$ cat config.mk
export PLATFORM = sky130hd
export DESIGN_NAME = l1_spike_trace_flat
export DESIGN_NICKNAME = d
export VERILOG_FILES = /design/src/rtl/l1_spike_trace_if.sv /design/src/rtl/l1_spike_trace.sv /design/src/flat_wrapper.sv
export SDC_FILE = /design/constraint.sdc
export NUM_CORES = 1
export LEC_CHECK = 0
export ABC_CLOCK_PERIOD_IN_PS = 2790
export CAP_MARGIN = 15
export CELL_PAD_IN_SITES_DETAIL_PLACEMENT = 1
export CELL_PAD_IN_SITES_GLOBAL_PLACEMENT = 2
export CORE_ASPECT_RATIO = 2
export CORE_MARGIN = 2
export CORE_UTILIZATION = 35
export CTS_CLUSTER_DIAMETER = 150
export DETAILED_ROUTE_END_ITERATION = 16
export GPL_TIMING_DRIVEN = 0
export PLACE_DENSITY_LB_ADDON = 0.1
export SLEW_MARGIN = 0
export SYNTH_ARGS = -nofsm -noshare
export SYNTH_HDL_FRONTEND = slang
export SYNTH_SLANG_ARGS = --single-unit
$ cat constraint.sdc
create_clock -name i_clk -period 2.79 [get_ports i_clk]
set_input_delay 0.6975 -clock i_clk [delete_from_list [all_inputs] [get_ports i_clk]]
set_output_delay 0.6975 -clock i_clk [all_outputs]
set_load 0.005 [all_outputs]
$ cat src/rtl/l1_spike_trace_if.sv
// Spike-in / trace-out bundle between the L1 layer, this trace block and L2.
// The slave modport is the trace block; the master modport is the L1 side.
interface l1_spike_trace_if #(
  parameter int p_width = 9
);
  logic [6:1]                 i_spike;
  logic                       i_clear;
  logic [6*(p_width+1)-1:0]   o_tr;
  logic                       o_event_valid;
  logic [2:0]                 o_event_idx;
  logic                       o_multi;
  logic                       o_tick;

  modport master (
    output i_spike, i_clear,
    input  o_tr, o_event_valid, o_event_idx, o_multi, o_tick
  );

  modport slave (
    input  i_spike, i_clear,
    output o_tr, o_event_valid, o_event_idx, o_multi, o_tick
  );
endinterface

$ cat src/rtl/l1_spike_trace.sv
// Per-neuron decaying time-surface traces for the six L1 spikes, plus a registered event summary.
// Define TRACE_EXP_DECAY_EN for geometric decay (trace >> p_shift, min 1); default is linear decay.
module l1_spike_trace #(
  parameter int p_width      = 9,
  parameter int p_n          = 6,
  parameter int p_decay_div  = 16,
  parameter int p_decay_step = 4,
  parameter int p_shift      = 4
) (
  input  logic              i_clk,
  input  logic              i_rst_n,
  l1_spike_trace_if.slave   bus
);

  localparam int TW = p_width + 1;
  localparam logic [TW-1:0] TR_MAX = '1;
  localparam logic [TW-1:0] STEP   = TW'(p_decay_step);
  localparam logic [15:0]   CNT_TC = 16'(p_decay_div - 1);

  if (p_n != 6 || p_decay_div < 1 || p_decay_div > 65535 || p_shift < 0) begin : g_bad_cfg
    $error("l1_spike_trace: unsupported parameter set");
  end

  logic [15:0]   cnt_q, cnt_d;
  logic          tick;
  logic          tick_q;
  logic [TW-1:0] tr_q [1:6];
  logic [TW-1:0] tr_d [1:6];
  logic          valid_q, valid_d;
  logic [2:0]    idx_q, idx_d;
  logic          multi_q, multi_d;

  function automatic logic [TW-1:0] f_decay(input logic [TW-1:0] tr);
    logic [TW-1:0] dec;
`ifdef TRACE_EXP_DECAY_EN
    dec = tr >> p_shift;
    if (dec == '0) dec = TW'(1);
    return tr - dec;
`else
    dec = STEP;
    if (tr <= dec) return '0;
    return tr - dec;
`endif
  endfunction

  assign tick = (cnt_q == CNT_TC);

  always_comb begin
    cnt_d = cnt_q + 16'd1;
    if (bus.i_clear || tick) cnt_d = '0;
  end

  // Clear beats spike, spike beats decay; lanes are independent.
  always_comb begin
    for (int k = 1; k <= 6; k++) begin
      tr_d[k] = tr_q[k];
      if (bus.i_clear)
        tr_d[k] = '0;
      else if (bus.i_spike[k])
        tr_d[k] = TR_MAX;
      else if (tick && (tr_q[k] != '0))
        tr_d[k] = f_decay(tr_q[k]);
    end
  end

  always_comb begin
    valid_d = |bus.i_spike;
    multi_d = (bus.i_spike & (bus.i_spike - 6'd1)) != 6'd0;
    idx_d   = '0;
    for (int k = 6; k >= 1; k--) begin
      if (bus.i_spike[k]) idx_d = 3'(k);
    end
    if (bus.i_clear) begin
      valid_d = 1'b0;
      multi_d = 1'b0;
      idx_d   = '0;
    end
  end

  always_ff @(posedge i_clk or negedge i_rst_n) begin
    if (!i_rst_n) begin
      cnt_q   <= '0;
      tick_q  <= 1'b0;
      valid_q <= 1'b0;
      idx_q   <= '0;
      multi_q <= 1'b0;
      for (int k = 1; k <= 6; k++) tr_q[k] <= '0;
    end else begin
      cnt_q   <= cnt_d;
      tick_q  <= tick;
      valid_q <= valid_d;
      idx_q   <= idx_d;
      multi_q <= multi_d;
      for (int k = 1; k <= 6; k++) tr_q[k] <= tr_d[k];
    end
  end

  for (genvar g = 1; g <= 6; g++) begin : g_pack
    assign bus.o_tr[(g-1)*TW +: TW] = tr_q[g];
  end

  assign bus.o_event_valid = valid_q;
  assign bus.o_event_idx   = idx_q;
  assign bus.o_multi       = multi_q;
  assign bus.o_tick        = tick_q;

endmodule

$ cat src/flat_wrapper.sv
// flat-port wrapper written by rule: the top's interface ports become plain ports
module l1_spike_trace_flat 
#(
  parameter int p_width      = 9,
  parameter int p_n          = 6,
  parameter int p_decay_div  = 16,
  parameter int p_decay_step = 4,
  parameter int p_shift      = 4
)
  (i_clk, i_rst_n, bus_i_spike, bus_i_clear, bus_o_tr, bus_o_event_valid, bus_o_event_idx, bus_o_multi, bus_o_tick);
  l1_spike_trace_if #(.p_width(p_width)) bus_i ();
  input  logic i_clk;
  input  logic i_rst_n;
  input wire logic [$bits(bus_i.i_spike)-1:0] bus_i_spike;
  input wire logic [$bits(bus_i.i_clear)-1:0] bus_i_clear;
  output wire logic [$bits(bus_i.o_tr)-1:0] bus_o_tr;
  output wire logic [$bits(bus_i.o_event_valid)-1:0] bus_o_event_valid;
  output wire logic [$bits(bus_i.o_event_idx)-1:0] bus_o_event_idx;
  output wire logic [$bits(bus_i.o_multi)-1:0] bus_o_multi;
  output wire logic [$bits(bus_i.o_tick)-1:0] bus_o_tick;
  assign bus_i.i_spike = bus_i_spike;
  assign bus_i.i_clear = bus_i_clear;
  assign bus_o_tr = bus_i.o_tr;
  assign bus_o_event_valid = bus_i.o_event_valid;
  assign bus_o_event_idx = bus_i.o_event_idx;
  assign bus_o_multi = bus_i.o_multi;
  assign bus_o_tick = bus_i.o_tick;
  l1_spike_trace #(.p_width(p_width), .p_n(p_n), .p_decay_div(p_decay_div), .p_decay_step(p_decay_step), .p_shift(p_shift)) u_core (.i_clk(i_clk), .i_rst_n(i_rst_n), .bus(bus_i));
endmodule
; ---- Yosys cells after proc, flatten, opt, wreduce, memory -nomap -nowiden
; Index checks and enable logic that the tools add are counted.
[classes]
reduce_logical = 21
n_eq_ne = 1
order_cmp = 6
addsub = 8
mux = 64
bitwise_logic = 1
[ops]
columns = cell, count
row1 = $mux 10, 30
row2 = $le 10x3->1 const B, 6
row3 = $reduce_bool 10->1, 6
row4 = $sub 10x3->10 const B, 6
row5 = $mux 1, 26
row6 = $mux 3, 7
row7 = $reduce_bool 3->1, 6
row8 = $add 16x1->16 const B, 1
row9 = $eq 16x4->1 const B, 1
row10 = $mux 16, 1
row11 = $and 6x6->6, 1
row12 = $logic_and 1x1->1, 6
row13 = $reduce_bool 6->1, 1
row14 = $reduce_or 6->1, 1
row15 = $sub 6x1->6 const B, 1
row16 = $logic_or 1x1->1, 1
[totals]
output_inout_bits = 66
regBits = 82
in_bits = 9
elab_cells = 112

; ---- Logic depth before layout (Yosys ltp)
; Gate-level depths: netlist of run 1.
[logic_depth]
word_depth = 9
mapped_depth = 10
depth_no_buf = 7

; ---- Worst setup path after synthesis of run 1
; No wires, ideal clock.
[synth_timing]
path_type = input to register
start = input port bus_i_spike[5]
end = register u_core.multi_q, in the netlist u_core.bus.o_multi
n_path_buf = 1
arrival_ps = 1820
path_stages = 6
slack_ps = 867
path_cell_list = clkbuf_1 inv_1 maj3_1 a21oi_1 o2bb2ai_1 a221oi_1
[synth_between]
elab_chain_len = 4
[synth_rtl]
columns = item, line_no
row1 = "start, declared", flat_wrapper.sv:14  ; input wire logic [$bits(bus_i.i_spike)-1:0] bus_i_spike;
row2 = $sub 6x1->6, l1_spike_trace.sv:68  ; multi_d = (bus.i_spike & (bus.i_spike - 6'd1)) != 6'd0;
row3 = $and 6x6->6 *, l1_spike_trace.sv:68
row4 = $reduce_bool 6->1 *, l1_spike_trace.sv:68
row5 = $mux 1 *, l1_spike_trace.sv:73  ; if (bus.i_clear) begin
row6 = net u_core.multi_d, l1_spike_trace.sv:31  ; logic multi_q, multi_d;
row7 = "end signal, assigned", l1_spike_trace.sv:93  ; multi_q <= multi_d;
row8 = "end, declared", l1_spike_trace.sv:31
; The timed path passes the listed nets; every way through them passes the cells marked *.
; A chain may end at the register's enable or synchronous reset.

; ---- Worst setup path after layout of run 1
[layout_timing]
start = register u_core.cnt_q[0]
end = register u_core.tr_q (netlist bit u_core.bus.o_tr[58])
[layout_between]
elab_chain_len = 3
[layout_rtl]
columns = item, line_no
row1 = "start, declared", l1_spike_trace.sv:24  ; logic [15:0] cnt_q, cnt_d;
row2 = "start signal, assigned", l1_spike_trace.sv:89  ; cnt_q <= cnt_d;
row3 = $eq 16x4->1, l1_spike_trace.sv:46  ; assign tick = (cnt_q == CNT_TC);
row4 = net u_core.tick, l1_spike_trace.sv:25  ; logic tick;
row5 = $logic_and 1x1->1, l1_spike_trace.sv:61  ; else if (tick && (tr_q[k] != '0))
row6 = $reduce_bool 3->1 (no line), n/a
row7 = "end, declared", l1_spike_trace.sv:27  ; logic [TW-1:0] tr_q [1:6];
; The timed path passes the listed nets, and every way through them passes these cells.

==> out/metrics.cfg, run 1 <==
[status]
status=finished, final reports clean

[yosys]
yosysUniqueCellTypes=58
syn_inst=487
ys_ff_latch=76
synth_enable_flop_cells=0
syn_area_per_cell_um2=8.969
postSynthNetCount=515
netlist_area_um2=4368
yosysWarnings=0
ys_async_sr_fraction_pct=100.0
yosys_most_used_dff=dfrtp_1
ys_seq_area_share_pct=43.54

[sta]
fin_crit_sh_pct=90.44
fmax_mhz=396.3
skew_ns=0.005199
slew_headroom_pct=39.30
slew_violations=0
hold_viol=0
tightest_slew_ns=0.9022
tns_ns=0
period_minus_slack_ns=2.523
setup_violations=0
rsz0062_at_grt=no

[critical_path]
crit_required_ns=2.98
cpPeakStageDelay_ns=0.39
crit_buf_inv=4
endpoint_kind=flip-flop
worst_path_max_delay_cell=dfrtp_1
critPathMaxFanout=10
cp.arrival_ns=2.71
path_class=reg -> reg
crit_chain=ha_1 -> and3_1 -> nand4_1 -> buf_2 -> clkinv_2 -> buf_2 -> clkbuf_4 -> nand3_1 -> a21oi_1 -> a21oi_1
cp-start-kind=flip-flop
critical-path-top-delay-family=buffers and inverters

[floorplan]
die_h_um=162.0
num_rows=57
core_um2=12200
start_util_pct=35.82
ios=75
dieArea_um2=13440
die_w_um=83.00

[grt]
grt-ovfl-total=0
grt_max_degree=62
antenna_found_initial=0
grt_pass1_wl_um=23910
grt_pass1_vias=4624
grt.total_usage_pct=22.08

[layout]
antennaDiodeCount=0
fillers=1418
stdcell_area_um2=5639
drive_gt1_share_pct=6.794
ff_latch_area_um2=1902
multi_input_area_um2=2233
nets=597
syn_to_final_growth_pct=29.10

[place]
dp_hpwl_um=10780
globalplace.congestion=0.8533
placed_area_um2=5278
portBuffers=70

[clock_network]
postCtsSetupBuffers=0
h-tree-depth=3
clk_pin_slew_ns=0.06
worstSkewPairLatency_ns=0.34
cts_tree=yes
cts_root_buf=clkbuf_16
cts_max_path_buffers=2
cts_buffers=9
clock-sinks=76

[drt]
dr.pass1.iters=4
wire_per_inst_um=20.17
routed-via-count=4180
drt_wl_total_um=14550
drc=0
final_antenna_net_count=0
drt_first_iter_violations=165
routed_via_density=5.798

[power]
finalPower_mw=3.167
p_per_area_nw_per_um2=561.6
power.leakage_nw=2.365
vdd_drop_max_mv=0.3078

[hold_path]
hold_class=in -> async

[job]
maxCapViolCount=0

-- synth_stat cells (all sizes together) (12+ instances only) --
| library cell | n | area share, % |
|---|---|---|
| nand2 | 25 | 2.2 |
| nand4 | 13 | 1.9 |
| dfrtp | 76 | 44 |
| a21oi | 43 | 4.9 |
| nand3 | 21 | 2.4 |
| or3 | 12 | 1.7 |
| buf | 12 | 1.7 |
| clkbuf | 13 | 1.1 |
| inv | 26 | 2.2 |
| nor3 | 13 | 1.6 |
| ha | 19 | 5.4 |
| nor2 | 57 | 4.9 |
| o21ai | 18 | 2.1 |
| a31oi | 27 | 4.0 |
-- flip-flops by register name (all words and copies together) (netlist names) --
signal                    count
u_core.bus.o_multi            1
u_core.bus.o_tick             1
u_core.cnt_q                 16
u_core.bus.o_event_idx        3
u_core.bus.o_tr              54
u_core.bus.o_event_valid      1
-- per-stage QoR --
step                utilization [%]  hold slack (ns)  setup WS [ns]  cells
floorplan                         -           0.4019         0.8665    487
global placement              43.07           0.4912         -1.948    704
detailed placement            43.27           0.5020       -0.01348    705
CTS                           46.22           0.2291         0.1821    721
global route                  46.24           0.2406        0.04322    721
finish                        46.24           0.2341         0.2668    721
-- worst reg2reg max path: stages, from the launching register on --
cell      delay, ns
dfrtp_1        0.39
ha_1           0.26
and3_1         0.22
nand4_1        0.19
buf_2          0.28
clkinv_2       0.13
buf_2          0.26
clkbuf_4       0.30
nand3_1        0.10
a21oi_1        0.17
a21oi_1        0.08
-- per-layer routing --
metal	track usage [%]	part of all wire, %	vias to the layer above
li1	-	-	1938
met1	23.86	38	2120
met2	42.38	56	99
met3	3.150	2.9	23
met4	8.793	2.3	0
met5	0	0	-
-- placed cells by master (no fill, tap or decap), types with 4 or more instances in the layout --
| cell | instances |
|---|---|
| inv_1 | 26 |
| a21oi_1 | 43 |
| o22ai_1 | 5 |
| nand3_1 | 21 |
| and3_1 | 7 |
| nand2b_1 | 7 |
| buf_4 | 7 |
| nor2_1 | 57 |
| ha_1 | 19 |
| mux2i_1 | 5 |
| or3_1 | 12 |
| dfrtp_1 | 76 |
| xor2_1 | 8 |
| clkbuf_16 | 9 |
| nand4_1 | 13 |
| clkbuf_1 | 13 |
| a31oi_1 | 26 |
| clkdlybuf4s50_1 | 69 |
| or4_1 | 6 |
| nand2_1 | 24 |
| nor4_1 | 7 |
| nor3_1 | 12 |
| o21ai_0 | 17 |
| and2_1 | 4 |
| buf_2 | 4 |
| nor2b_1 | 7 |
| xnor2_1 | 6 |
-- worst paths after layout --
path                                  from             endpoint  slack [ns]  cells past startpoint
setup / recovery           u_core.cnt_q[0]  u_core.bus.o_tr[58]        0.27                     10
hold / removal                     i_rst_n  u_core.bus.o_tr[33]        0.23                      1
setup reg to reg           u_core.cnt_q[0]  u_core.bus.o_tr[58]        0.27                     10
hold reg to reg            u_core.cnt_q[0]      u_core.cnt_q[0]        0.50                      1
max in group asynchronous          i_rst_n     u_core.cnt_q[10]        1.94                      2
min in group i_clk         u_core.cnt_q[0]      u_core.cnt_q[0]        0.50                      1
-- final cells by class --
| type | count | share of cell area [%] |
|---|---|---|
| Tap cell | 147 | 3.262 |
| Multi-Input combinational cell | 357 | 39.61 |
| Timing Repair Buffer | 71 | 12.87 |
| Clock buffer | 11 | 4.482 |
| Buffer | 25 | 2.219 |
| Inverter | 29 | 1.953 |
| Clock inverter | 5 | 1.886 |
| Sequential cell | 76 | 33.73 |
-- logic make-up after synthesis --
logic type               after synthesis  share of synthesized area (%)
AND/OR/NAND/NOR                      193                          23.40
AO/OA/AOI/OAI                        125                          18.10
flip-flops                            76                          43.54
buffers and inverters                 54                          5.328
adder cells (fa/ha/maj)               20                          5.672
XOR/XNOR                              14                          2.807
multiplexers                           5                          1.146
-- what timing repair did --
action | 4_1_cts | 5_1_grt
gates resized for setup | 0 | 1
hold buffers | 0 | 0
endpoints found under the setup margin | 0 | 1
-- power breakdown --
| part | switching [mW] | total [mW] | internal (mW) |
|---|---|---|---|
| Combinational | 0.249 | 0.485 | 0.236 |
| Clock | 0.487 | 1.41 | 0.927 |
| Sequential | 0.101 | 1.27 | 1.17 |
| Total | 0.836 | 3.17 | 2.33 |
No activity file was read; power rests on OpenSTA's default activity.
==> run 2: changes to the inputs <==
--- a/config.mk
+++ b/config.mk
@@ -20,3 +20,4 @@
 export SYNTH_ARGS = -nofsm -noshare
 export SYNTH_HDL_FRONTEND = slang
 export SYNTH_SLANG_ARGS = --single-unit
+export TNS_END_PERCENT = 100
==> results of run 2 <==
Same layout as run 1: the final DEF is identical, and so are final timing and power.
